$ cat src/rtl/wb_host_initiator.sv
`default_nettype none
// +----------------------------------------------------------------------------+
// | Module : wb_host_initiator                                                 |
// | Brief  : Single-outstanding Wishbone classic initiator. Accepts commands   |
// |          on a valid/ready stream, runs one bus cycle per command and       |
// |          returns the result on a valid/ready response stream.             |
// | Rev    : 1.0 - initial release                                             |
// +----------------------------------------------------------------------------+
// | Parameters                                                                 |
// |   TO_BITS      width of the watchdog counter; a cycle is abandoned after   |
// |                2^TO_BITS-1 wait cycles without ack/err                     |
// | Build option                                                               |
// |   WB_HOST_TIMEOUT_EN  when defined, enables the watchdog. When undefined,  |
// |                       a bus cycle waits forever and rsp_timeout is 0.      |
// | Ports                                                                      |
// |   wb_clk_i, wb_rst_i         clock, asynchronous active-high reset         |
// |   cmd_valid/cmd_ready        command handshake                             |
// |   cmd_we/adr/dat/sel         command fields                                |
// |   rsp_valid/rsp_ready        response handshake                            |
// |   rsp_dat/rsp_err/rsp_timeout response fields                              |
// |   wbm_cyc_o..wbm_dat_o       Wishbone initiator outputs                    |
// |   wbm_dat_i/ack_i/err_i      Wishbone slave returns                        |
// +----------------------------------------------------------------------------+
module wb_host_initiator #(
  parameter int unsigned TO_BITS = 8
) (
  input  logic        wb_clk_i,
  input  logic        wb_rst_i,
  input  logic        cmd_valid,
  output logic        cmd_ready,
  input  logic        cmd_we,
  input  logic [31:0] cmd_adr,
  input  logic [31:0] cmd_dat,
  input  logic [3:0]  cmd_sel,
  output logic        rsp_valid,
  input  logic        rsp_ready,
  output logic [31:0] rsp_dat,
  output logic        rsp_err,
  output logic        rsp_timeout,
  output logic        wbm_cyc_o,
  output logic        wbm_stb_o,
  output logic        wbm_we_o,
  output logic [3:0]  wbm_sel_o,
  output logic [31:0] wbm_adr_o,
  output logic [31:0] wbm_dat_o,
  input  logic [31:0] wbm_dat_i,
  input  logic        wbm_ack_i,
  input  logic        wbm_err_i
);

  typedef enum logic [1:0] {
    S_IDLE = 2'd0,
    S_BUS  = 2'd1,
    S_RESP = 2'd2
  } state_t;

  state_t r_state;
  state_t w_state_nxt;

  logic        w_accept;
  logic        w_slave_term;
  logic        w_to_hit;
  logic        w_term;

  logic        r_we;
  logic [3:0]  r_sel;
  logic [31:0] r_adr;
  logic [31:0] r_dat;
  logic [31:0] r_rsp_dat;
  logic        r_rsp_err;

  if (TO_BITS < 1 || TO_BITS > 31) begin : g_to_bits_check
    $error("wb_host_initiator: TO_BITS must be in 1..31");
  end

  assign w_accept     = cmd_valid && (r_state == S_IDLE);
  assign w_slave_term = wbm_ack_i || wbm_err_i;
  assign w_term       = w_slave_term || w_to_hit;

`ifdef WB_HOST_TIMEOUT_EN
  logic [TO_BITS-1:0] r_to_cnt;
  logic               r_rsp_to;

  // A slave response on the final count edge takes priority over the timeout.
  assign w_to_hit = (r_state == S_BUS) && (r_to_cnt == {TO_BITS{1'b1}}) && !w_slave_term;

  always_ff @(posedge wb_clk_i or posedge wb_rst_i) begin
    if (wb_rst_i) begin
      r_to_cnt <= '0;
    end else if (w_accept) begin
      r_to_cnt <= '0;
    end else if ((r_state == S_BUS) && !w_slave_term) begin
      r_to_cnt <= r_to_cnt + 1'b1;
    end
  end

  always_ff @(posedge wb_clk_i or posedge wb_rst_i) begin
    if (wb_rst_i) begin
      r_rsp_to <= 1'b0;
    end else if ((r_state == S_BUS) && w_term) begin
      r_rsp_to <= w_to_hit;
    end
  end

  assign rsp_timeout = r_rsp_to;
`else
  assign w_to_hit    = 1'b0;
  assign rsp_timeout = 1'b0;
`endif

  // State register
  always_ff @(posedge wb_clk_i or posedge wb_rst_i) begin
    if (wb_rst_i) begin
      r_state <= S_IDLE;
    end else begin
      r_state <= w_state_nxt;
    end
  end

  // Next-state logic
  always_comb begin
    w_state_nxt = r_state;
    case (r_state)
      S_IDLE:  if (cmd_valid) w_state_nxt = S_BUS;
      S_BUS:   if (w_term)    w_state_nxt = S_RESP;
      S_RESP:  if (rsp_ready) w_state_nxt = S_IDLE;
      default: w_state_nxt = S_IDLE;
    endcase
  end

  // Command capture; fields are left untouched while idle.
  always_ff @(posedge wb_clk_i or posedge wb_rst_i) begin
    if (wb_rst_i) begin
      r_we  <= 1'b0;
      r_sel <= '0;
      r_adr <= '0;
      r_dat <= '0;
    end else if (w_accept) begin
      r_we  <= cmd_we;
      r_sel <= cmd_sel;
      r_adr <= cmd_adr;
      r_dat <= cmd_dat;
    end
  end

  // Response capture at the terminating edge. Err outranks ack; read data is
  // only returned for an acked read.
  always_ff @(posedge wb_clk_i or posedge wb_rst_i) begin
    if (wb_rst_i) begin
      r_rsp_dat <= '0;
      r_rsp_err <= 1'b0;
    end else if ((r_state == S_BUS) && w_term) begin
      if (wbm_err_i) begin
        r_rsp_dat <= '0;
        r_rsp_err <= 1'b1;
      end else if (wbm_ack_i) begin
        r_rsp_dat <= r_we ? 32'h0 : wbm_dat_i;
        r_rsp_err <= 1'b0;
      end else begin
        r_rsp_dat <= 32'hFFFF_FFFF;
        r_rsp_err <= 1'b1;
      end
    end
  end

  // Handshake and strobe outputs decode the state directly so that an
  // asynchronous reset drops them without waiting for a clock edge.
  assign cmd_ready = (r_state == S_IDLE);
  assign wbm_cyc_o = (r_state == S_BUS);
  assign wbm_stb_o = (r_state == S_BUS);
  assign rsp_valid = (r_state == S_RESP);

  assign wbm_we_o  = r_we;
  assign wbm_sel_o = r_sel;
  assign wbm_adr_o = r_adr;
  assign wbm_dat_o = r_dat;
  assign rsp_dat   = r_rsp_dat;
  assign rsp_err   = r_rsp_err;

endmodule
`default_nettype wire

$ cat config.mk
export PLATFORM = sky130hd
export DESIGN_NAME = wb_host_initiator
export DESIGN_NICKNAME = d
export VERILOG_FILES = /design/src/rtl/wb_host_initiator.sv
export SDC_FILE = /design/constraint.sdc
export NUM_CORES = 1
export LEC_CHECK = 0
export ABC_CLOCK_PERIOD_IN_PS = 7900
export CAP_MARGIN = 40
export CORE_MARGIN = 1.5
export CORE_UTILIZATION = 41
export CTS_CLUSTER_DIAMETER = 80
export DETAILED_ROUTE_END_ITERATION = 10
export GPL_TIMING_DRIVEN = 1
export PLACE_DENSITY = 0.85
export SLEW_MARGIN = 10
export SYNTH_ARGS = -nofsm -noshare
export SYNTH_HDL_FRONTEND = slang
export SYNTH_SLANG_ARGS = --single-unit
$ cat constraint.sdc
create_clock -name wb_clk_i -period 7.9 [get_ports wb_clk_i]
set_input_delay 1.58 -clock wb_clk_i [delete_from_list [all_inputs] [get_ports wb_clk_i]]
set_output_delay 1.58 -clock wb_clk_i [all_outputs]
set_load 0.02 [all_outputs]
# Word level (Yosys, flattened, before mapping)

Cells that the tools add are included.

Input bits: 107
Register bits after elaboration: 104
Logic and storage cells: 26
Output and inout port bits: 107

Equal/unequal tests: 5
Reduce and logical (&&, ||, !) cells: 5
Muxes and demuxes: 9

Operators by type and width:

| kind               | number |
|---|---|
| $mux 32            | 3 |
| $mux 2             | 3 |
| $pmux 2 s3         | 1 |
| $ne 2x1->1 const B | 2 |
| $reduce_and 3->1   | 1 |
| $eq 2x1->1 const B | 1 |
| $eq 2x2->1 const B | 1 |
| $logic_and 1x1->1  | 2 |
| $logic_not 2->1    | 1 |
| $mux 1             | 2 |
| $ne 2x2->1 const B | 1 |
| $logic_or 1x1->1   | 1 |

# Depth between registers and ports, before layout

Gate-level depths: netlist of the first run.

Word-level depth: 3
Mapped depth: 5
Gate-level depth less buffers: 3

# Least setup slack after synthesis of the first run

OpenSTA, ideal clock, no wires.

Kind: flip-flop to output port
Start: register r_state[1]
End: output port wbm_stb_o
Buffers on the path: 1
Path slack: 5.253 ns
Stages on the path, launching flop included: 3
Arrival: 1.067 ns
Data required time: 6.320 ns
Cell sequence: dfrtp_1 > nor2b_1 > buf_4

Word-level cells in the longest chain between the ends: 1

RTL lines:

| element                | RTL line | text |
|---|---|---|
| from (decl)            | 57       | `state_t r_state;` |
| from (signal assigned) | 116      | `r_state <= w_state_nxt;` |
| $eq 2x1->1             | n/a      |  |
| to (decl)              | 41       | `output logic wbm_stb_o,` |

Every way passes these cells.

# Worst setup path in the final report of the first run

Start: input port cmd_valid
End: register r_adr[3] (netlist: wbm_adr_o[3])

Word-level cells in the longest chain between the ends: 1

RTL lines:

| element              | RTL line | text |
|---|---|---|
| from (decl)          | 29       | `input logic cmd_valid,` |
| $logic_and 1x1->1    | 76       | `assign w_accept = cmd_valid && (r_state == S_IDLE);` |
| to (signal assigned) | 141      | `r_adr <= cmd_adr;` |
| to (decl)            | 67       | `logic [31:0] r_adr;` |

Every way passes these cells.
A chain may end at the register's enable or synchronous reset.

==> flow_summary.json, run 1 <==
{
  "routedWlPerCell_um": 17.3,
  "peakVddDrop_mv": 0.222,
  "antenna_left": 0,
  "cpPeakStageDelay_ns": 0.61,
  "grt_max_degree": 57,
  "fp.dieW_um": 99.9,
  "diodes": 0,
  "start_kind": "primary input",
  "cp_max_fo": 41,
  "synth.top_cells.by_area": "dfrtp_1, mux2_1, a22o_1",
  "synth-edff-count": 0,
  "cp-end-kind": "flip-flop",
  "path_buf_inv": 2,
  "die_h_um": 99.9,
  "start_util_pct": 42.1,
  "crit_chain": "clkdlybuf4s50_1 -> and2_2 -> buf_4 -> mux2_1",
  "synth_fp_nets": 342,
  "gp_congestion": 0.740,
  "drc_errors": 0,
  "maxSlewViolCount": 0,
  "period_needed_ns": 3.39,
  "fin_crit_sh_pct": 43.0,
  "place_inst": 546,
  "yosysSeqAreaShare_pct": 67.6,
  "p_leak_nw": 2.66,
  "clkTransAtPathRegs_ns": 0.10,
  "reg2reg_slack_ns": 5.63,
  "nets": 553,
  "clock-sinks": 104,
  "vias": 2770,
  "tns_ns": 0,
  "critPathRequiredTime_ns": 8.13,
  "critical_path_class": "primary input to flip-flop",
  "fp-row-count": 35,
  "htree_levels": 3,
  "max_slew_margin_pct": 51.3,
  "numPortBuffers": 212,
  "skew_ns": 0.0216,
  "viasPerCell": 4.93,
  "post-cts-setup-buffers": 0,
  "synth.ff_latch_count": 104,
  "grt_first_pass_wirelength_um": 15000,
  "hold_path_class": "flip-flop to flip-flop",
  "drive_gt1_share_pct": 5.54,
  "maxCapViolations": 0,
  "worst_slew_pin_slew_ns": 0.731,
  "fmax_ghz": 0.295,
  "synth_ff_type": "dfrtp_1",
  "overflow": 0,
  "cp_slowest_cell": "and2_2",
  "power_density_mw_per_mm2": 400,
  "dpl.hpwl_um": 7240,
  "first_global_vias": 2978,
  "cts_root_buf": "clkbuf_8",
  "synth_cells": 235,
  "cts-hold-fix-buffers": 0,
  "antenna_found_initial": 0,
  "hold_viol": 0,
  "cts_tree": "built",
  "finalWirelength_um": 9730,
  "synth_top_area_share_pct": 67.6,
  "area_delta_synth_final_pct": 63.4,
  "path_delay_family": "buffers and inverters",
  "firstDrtPassIters": 4,
  "placed_area_mm2": 0.00607,
  "grt.total_usage_pct": 19.5,
  "syn_area_mm2": 0.00385,
  "core_mm2": 0.00915,
  "numCtsBuffers": 9,
  "dieArea_mm2": 0.00999,
  "synthDistinctLibCells": 18,
  "p_total_mw": 2.52,
  "arrival_ns": 3.63,
  "rsz0062_at_grt": "false",
  "clock_path_buffers": 2,
  "outcome": "finished, final reports clean",
  "yosysWarnings": 0,
  "setup_viol": 0,
  "fin_cells": 562,
  "syn_area_per_cell_um2": 16.4,
  "yosysTopAreaCell": "dfrtp_1",
  "design_area_mm2": 0.00630,
  "synthArstFlopShare_pct": 100,
  "io_pins": 214,
  "drtIter0Drc": 61,
  "clk_latency_ns": 0.36,
  "cts-resized-gates": 0
}
-- routing by layer --
layer	wire length (um)	share of wire (%)	up-vias	track usage, %
met2	4950	51	123	33.5
met1	3980	41	1371	23.9
met4	196	2.0	0	6.39
met3	598	6.1	16	5.43
li1	-	-	1260	-
met5	0	0	-	0
-- cell usage after synthesis (2+ instances only) --
cell	n
clkbuf_1	4
buf_4	2
dfrtp_1	104
buf_6	3
mux2_1	69
inv_1	2
o21ai_1	2
buf_2	7
a22o_1	33
-- registers in the layout (all words and copies together) (netlist names) --
register	count
wbm_dat_o	32
r_state	2
wbm_adr_o	32
wbm_we_o	1
wbm_sel_o	4
rsp_dat	32
rsp_err	1
-- final cells by class --
class / instances / area, um2
clock buffers: 9 / 124
inverters: 2 / 10.0
repair buffers: 216 / 2170
clock inverters: 7 / 100
multi-input cells: 113 / 1150
flip-flops and latches: 104 / 2600
fillers: 660 / 2860
well taps: 111 / 139
-- power breakdown --
group	internal, mW	switching, mW	leakage (nW)	total [mW]
registers	0.778	0.132	1.28	0.911
clock network	0.182	0.186	0.115	0.368
logic	0.645	0.593	1.27	1.24
-- placed cells by master (no fill, tap or decap) --
cell / count
mux2_1: 69
nand2b_1: 1
and2_2: 1
clkbuf_8: 9
nor2_1: 1
inv_4: 1
clkdlybuf4s50_1: 212
bufinv_16: 2
o21ai_2: 1
nor2b_1: 1
clkinv_4: 1
clkinv_2: 1
nor3b_4: 1
or3b_4: 1
buf_16: 1
inv_1: 1
conb_1: 1
o21ai_1: 1
inv_6: 3
a22o_1: 33
o21bai_1: 1
buf_4: 3
dfrtp_1: 104
nand2_1: 1
-- cells by family (layout without fill, tap and decap cells) --
group	Yosys count	count (layout)	synth area share (%)
other cells	1	1	0.0973
flops	104	104	67.6
buf+inv	18	234	2.76
mux	69	69	20.2
simple gates	7	7	1.46
compound gates	36	36	7.96
-- worst register-to-register path, cell delays in order (launching register included) --
cell and delay (ns):
dfrtp_1 0.41, nor2_1 0.13, and2_2 0.63, buf_4 0.59, mux2_1 0.41
-- through the flow --
stage               util (%)  setup WS [ns]  hold slack [ns]
finish                  68.8           4.51            0.490
global route            68.8           4.35            0.504
CTS                     68.8           4.48            0.496
detailed placement      66.3           4.10            0.475
global placement        66.0           4.15            0.466
floorplan                  -           3.59            0.549
-- final timing paths --
| kind | from | end | cells after the start |
|---|---|---|---|
| worst max-delay path | cmd_valid | wbm_adr_o[3] | 4 |
| worst min-delay path | wbm_dat_o[7] | wbm_dat_o[7] | 1 |
| worst max register to register | r_state[0] | wbm_adr_o[3] | 4 |
| worst min register to register | wbm_dat_o[7] | wbm_dat_o[7] | 1 |
| max in group asynchronous | wb_rst_i | rsp_dat[10] | 3 |
| min in group asynchronous | wb_rst_i | wbm_dat_o[22] | 2 |
Power figures use the tool's default switching activity.
==> run 2, diff against run 1 <==
--- a/config.mk
+++ b/config.mk
@@ -5,14 +5,14 @@
 export SDC_FILE = /design/constraint.sdc
 export NUM_CORES = 1
 export LEC_CHECK = 0
-export ABC_CLOCK_PERIOD_IN_PS = 7900
+export ABC_CLOCK_PERIOD_IN_PS = 3200
 export CAP_MARGIN = 40
 export CORE_MARGIN = 1.5
-export CORE_UTILIZATION = 41
+export CORE_UTILIZATION = 38
 export CTS_CLUSTER_DIAMETER = 80
 export DETAILED_ROUTE_END_ITERATION = 10
 export GPL_TIMING_DRIVEN = 1
-export PLACE_DENSITY = 0.85
+export PLACE_DENSITY = 0.79
 export SLEW_MARGIN = 10
 export SYNTH_ARGS = -nofsm -noshare
 export SYNTH_HDL_FRONTEND = slang
==> constraint.sdc (replaced) <==
create_clock -name wb_clk_i -period 3.2 [get_ports wb_clk_i]
set_input_delay 0.64 -clock wb_clk_i [delete_from_list [all_inputs] [get_ports wb_clk_i]]
set_output_delay 0.64 -clock wb_clk_i [all_outputs]
set_load 0.02 [all_outputs]
==> run 2 against run 1 <==
  * Clock skew fell by 0.012 ns
  * Die area rose by 7.6%
  * Global-route usage fell by 1.5 points
  * Largest cell class unchanged
  * Routed wire length fell by 2.6%
  * Final cell count rose by 4.6%
  * Count of clock-buffer cells in the layout rose by 3
  * Combinational power rose by 150%
  * Register-to-register slack got worse by 4.1 ns
==> flow_summary.json, run 2 (synthesis results as in run 1) <==
{
  "dpl.hpwl_um": 7090,
  "fin_cells": 588,
  "drc_errors": 0,
  "period_needed_ns": 2.41,
  "intPower_mw": 3.90,
  "core_mm2": 0.00982,
  "gp_congestion": 0.718,
  "final_util_pct": 64.6,
  "cts-hold-fix-buffers": 0,
  "outcome": "finished, final reports clean",
  "maxCapViolations": 0,
  "cts_root_buf": "clkbuf_8",
  "diodes": 0,
  "final_common_cell": "clkdlybuf4s50_1",
  "antenna_found_initial": 0,
  "critPathRequiredTime_ns": 2.56,
  "cp-end-kind": "primary output",
  "numCtsBuffers": 9,
  "pwr-share-comb_pct": 50.4,
  "critical_path_class": "flip-flop to primary output",
  "arrival_ns": 1.77,
  "die_h_um": 104,
  "drive_gt1_share_pct": 5.71,
  "p_total_mw": 6.11,
  "area_delta_synth_final_pct": 64.5,
  "skew_ns": 0.00969,
  "hold_path_class": "flip-flop to flip-flop",
  "clk_latency_ns": 0.35,
  "fin_crit_sh_pct": 75.2,
  "swShare_pct": 36.2,
  "power_switching_mw": 2.21,
  "fp-row-count": 36,
  "cp_max_fo": 5,
  "sequentialPowerShare_pct": 36.7,
  "post-cts-setup-buffers": 0,
  "hold_viol": 0,
  "vias": 2798,
  "cts-resized-gates": 0,
  "rsz0062_at_grt": "false",
  "peakVddDrop_mv": 0.615,
  "power_density_mw_per_mm2": 964,
  "tns_ns": 0,
  "drtIter0Drc": 57,
  "nets": 557,
  "routedWlPerCell_um": 16.1,
  "place_inst": 572,
  "io_pins": 214,
  "numPortBuffers": 212,
  "finalWirelength_um": 9470,
  "start_kind": "flip-flop",
  "clock_path_buffers": 2,
  "maxSlewViolCount": 0,
  "p_leak_nw": 2.66,
  "start_util_pct": 39.2,
  "grt.total_usage_pct": 18.0,
  "cts_tree": "built",
  "viasPerCell": 4.76,
  "clock-sinks": 104,
  "htree_levels": 3,
  "dieArea_mm2": 0.0108,
  "clkTransAtPathRegs_ns": 0.09,
  "antenna_left": 0,
  "grt_first_pass_wirelength_um": 15400,
  "overflow": 0,
  "whs_ns": 0.488,
  "firstDrtPassIters": 4,
  "layout_common_cells": "clkdlybuf4s50_1, dfrtp_1, mux2_1",
  "clock_power_share_pct": 12.9,
  "fmax_ghz": 0.416,
  "grt_max_degree": 71,
  "first_global_vias": 3014,
  "setup_viol": 0,
  "fp.dieW_um": 104
}
run 2: stage by stage:
step	area, um2	setup slack [ns]
floorplan	3860	1.31
global placement	6130	1.05
detailed placement	6150	0.987
CTS	6340	0.769
global route	6340	0.705
finish	6340	0.794
run 2: power by group through the flow:
stage	combinational (mW)	clock [mW]	sequential, mW
final	3.08	0.786	2.24
after global routing	3.24	0.879	2.32
after CTS	3.12	0.815	2.25
after detailed placement	3.11	0	2.27
after global placement	3.05	0	2.24
after floorplan	0.750	0	2.99
run 2: layer usage:
| layer | GRT usage, % | wire length [um] |
|---|---|---|
| met2 | 31.2 | 4810 |
| met5 | 0 | 0 |
| met4 | 6.15 | 181 |
| met3 | 4.59 | 652 |
| met1 | 22.0 | 3830 |
run 2: final cells by class:
cell class,count,area (um2)
inverters,2,11.3
multi-input cells,113,1150
clock inverters,4,55.1
well taps,133,166
clock buffers,12,135
fillers,783,3480
flip-flops and latches,104,2600
repair buffers,220,2220
run 2: path summary, 6_finish.rpt:
check	startpoint	to	slack (ns)	cells after the start
max	r_state[1]	wbm_stb_o	0.79	2
min	wbm_adr_o[12]	wbm_adr_o[12]	0.49	1
max reg2reg	r_state[0]	wbm_adr_o[13]	1.53	4
min reg2reg	wbm_adr_o[12]	wbm_adr_o[12]	0.49	1
max in group asynchronous	wb_rst_i	wbm_dat_o[14]	1.99	4
min in group asynchronous	wb_rst_i	wbm_adr_o[11]	0.69	3
run 2: critical path, cell delays in order, from the launching register on:
cell	delay (ns)
dfrtp_1	0.41
nor2b_1	0.33
clkdlybuf4s50_1	0.68
==> run 3, diff against run 2 <==
--- a/config.mk
+++ b/config.mk
@@ -5,14 +5,14 @@
 export SDC_FILE = /design/constraint.sdc
 export NUM_CORES = 1
 export LEC_CHECK = 0
-export ABC_CLOCK_PERIOD_IN_PS = 3200
+export ABC_CLOCK_PERIOD_IN_PS = 2200
 export CAP_MARGIN = 40
 export CORE_MARGIN = 1.5
-export CORE_UTILIZATION = 38
+export CORE_UTILIZATION = 35
 export CTS_CLUSTER_DIAMETER = 80
 export DETAILED_ROUTE_END_ITERATION = 10
 export GPL_TIMING_DRIVEN = 1
-export PLACE_DENSITY = 0.79
+export PLACE_DENSITY = 0.77
 export SLEW_MARGIN = 10
 export SYNTH_ARGS = -nofsm -noshare
 export SYNTH_HDL_FRONTEND = slang
==> constraint.sdc (replaced) <==
create_clock -name wb_clk_i -period 2.2 [get_ports wb_clk_i]
set_input_delay 0.44 -clock wb_clk_i [delete_from_list [all_inputs] [get_ports wb_clk_i]]
set_output_delay 0.44 -clock wb_clk_i [all_outputs]
set_load 0.02 [all_outputs]
==> run 3 against run 2 <==
  * Clock power is 54% higher
  * Via count decreased by 1.6%
  * Register-to-register slack lost 0.91 ns
  * First-iteration DRC count grew 53%
  * Critical path type unchanged
  * Largest cell class unchanged
  * Largest power group unchanged
==> flow_summary.json, run 3 (synthesis results as in run 1) <==
{
  "peakVddDrop_mv": 0.690,
  "arrival_ns": 1.63,
  "clkTransAtPathRegs_ns": 0.09,
  "sequentialPowerShare_pct": 36.5,
  "nets": 555,
  "htree_levels": 3,
  "antenna_left": 0,
  "area_delta_synth_final_pct": 65.6,
  "dieArea_mm2": 0.0116,
  "core_mm2": 0.0108,
  "tns_ns": 0,
  "period_needed_ns": 2.07,
  "die_h_um": 108,
  "placed_area_mm2": 0.00617,
  "start_util_pct": 35.7,
  "numPortBuffers": 212,
  "grt_first_pass_wirelength_um": 14700,
  "fp.dieW_um": 108,
  "antenna_found_initial": 0,
  "io_pins": 214,
  "p_leak_nw": 2.69,
  "drc_errors": 0,
  "clk_latency_ns": 0.36,
  "finalWirelength_um": 9560,
  "intPower_mw": 5.70,
  "clock-sinks": 104,
  "diodes": 0,
  "outcome": "finished, final reports clean",
  "final_common_cell": "clkdlybuf4s50_1",
  "cp_max_fo": 5,
  "design_area_mm2": 0.00638,
  "maxCapViolations": 0,
  "drive_gt1_share_pct": 6.18,
  "cts_root_buf": "clkbuf_8",
  "grt.total_usage_pct": 16.5,
  "fmax_ghz": 0.483,
  "cts-hold-fix-buffers": 0,
  "final_util_pct": 59.1,
  "grt_max_degree": 56,
  "pwr-share-comb_pct": 50.0,
  "power_density_mw_per_mm2": 1410,
  "clock_power_share_pct": 13.5,
  "fp-row-count": 38,
  "maxSlewViolCount": 0,
  "whs_ns": 0.493,
  "gp_congestion": 0.698,
  "critPathRequiredTime_ns": 1.76,
  "hold_viol": 0,
  "firstDrtPassIters": 4,
  "cts_tree": "built",
  "fin_crit_sh_pct": 94.2,
  "viasPerCell": 4.64,
  "overflow": 0,
  "skew_ns": 0.0113,
  "critical_path_class": "flip-flop to primary output",
  "rsz0062_at_grt": "false",
  "layout_common_cells": "clkdlybuf4s50_1, dfrtp_1, mux2_1",
  "numCtsBuffers": 9,
  "drtIter0Drc": 87,
  "swShare_pct": 36.5,
  "start_kind": "flip-flop",
  "first_global_vias": 2936,
  "clock_path_buffers": 2,
  "routedWlPerCell_um": 16.1,
  "dpl.hpwl_um": 7160,
  "hold_path_class": "flip-flop to flip-flop",
  "vias": 2754,
  "cp-end-kind": "primary output",
  "power_switching_mw": 3.28,
  "setup_viol": 0
}
[run 3: timing repair]
action | CTS | global route
setup endpoints to repair | 2 | 2
pin swaps | 0 | 0
setup buffers | 0 | 0
gates resized for setup | 1 | 2
[run 3: final timing paths]
path,startpoint,end,slack (ns),depth (start not counted)
setup / recovery,r_state[1],wbm_cyc_o,0.13,2
min in group asynchronous,wb_rst_i,wbm_dat_o[18],0.51,3
setup reg to reg,r_state[1],wbm_adr_o[11],0.62,4
max in group asynchronous,wb_rst_i,wbm_sel_o[0],1.43,3
hold reg to reg,wbm_adr_o[26],wbm_adr_o[26],0.49,1
hold / removal,wbm_adr_o[26],wbm_adr_o[26],0.49,1
[run 3: final cells by class]
class | instances | area, um2
timing repair buffer | 218 | 2230
sequential | 104 | 2600
tap | 140 | 175
clock inverter | 7 | 78.8
fill | 870 | 4410
inverter | 2 | 11.3
multi-input combinational | 113 | 1160
clock buffer | 9 | 124
[run 3: power by group through the flow]
stage          clock [mW]  sequential, mW  combinational, mW
2_1_floorplan           0            4.35               1.09
3_3_place_gp            0            3.26               4.45
3_5_place_dp            0            3.31               4.54
4_1_cts              1.26            3.28               4.55
5_1_grt              1.33            3.40               4.74
6_report             1.21            3.27               4.49
[run 3: worst max-delay path, stage by stage (launching register included)]
cell and delay (ns):
dfrtp_1 0.45, nor2b_4 0.20, clkdlybuf4s50_1 0.63
[run 3: per-layer routing]
metal  share of wire [%]  vias to the layer above  global-route usage (%)
met4                 1.7                        0                    5.73
met2                  49                      142                    27.9
met5                   0                        -                       0
met1                  40                     1328                    19.7
met3                 8.7                       15                    5.51
li1                    -                     1269                       -
[run 3: metrics by stage]
step	setup slack, ns	cells	power, mW
floorplan	0.473	235	5.44
global placement	0.246	577	7.71
detailed placement	0.160	577	7.85
CTS	0.0300	593	9.09
global route	0.0612	593	9.47
finish	0.129	593	8.98
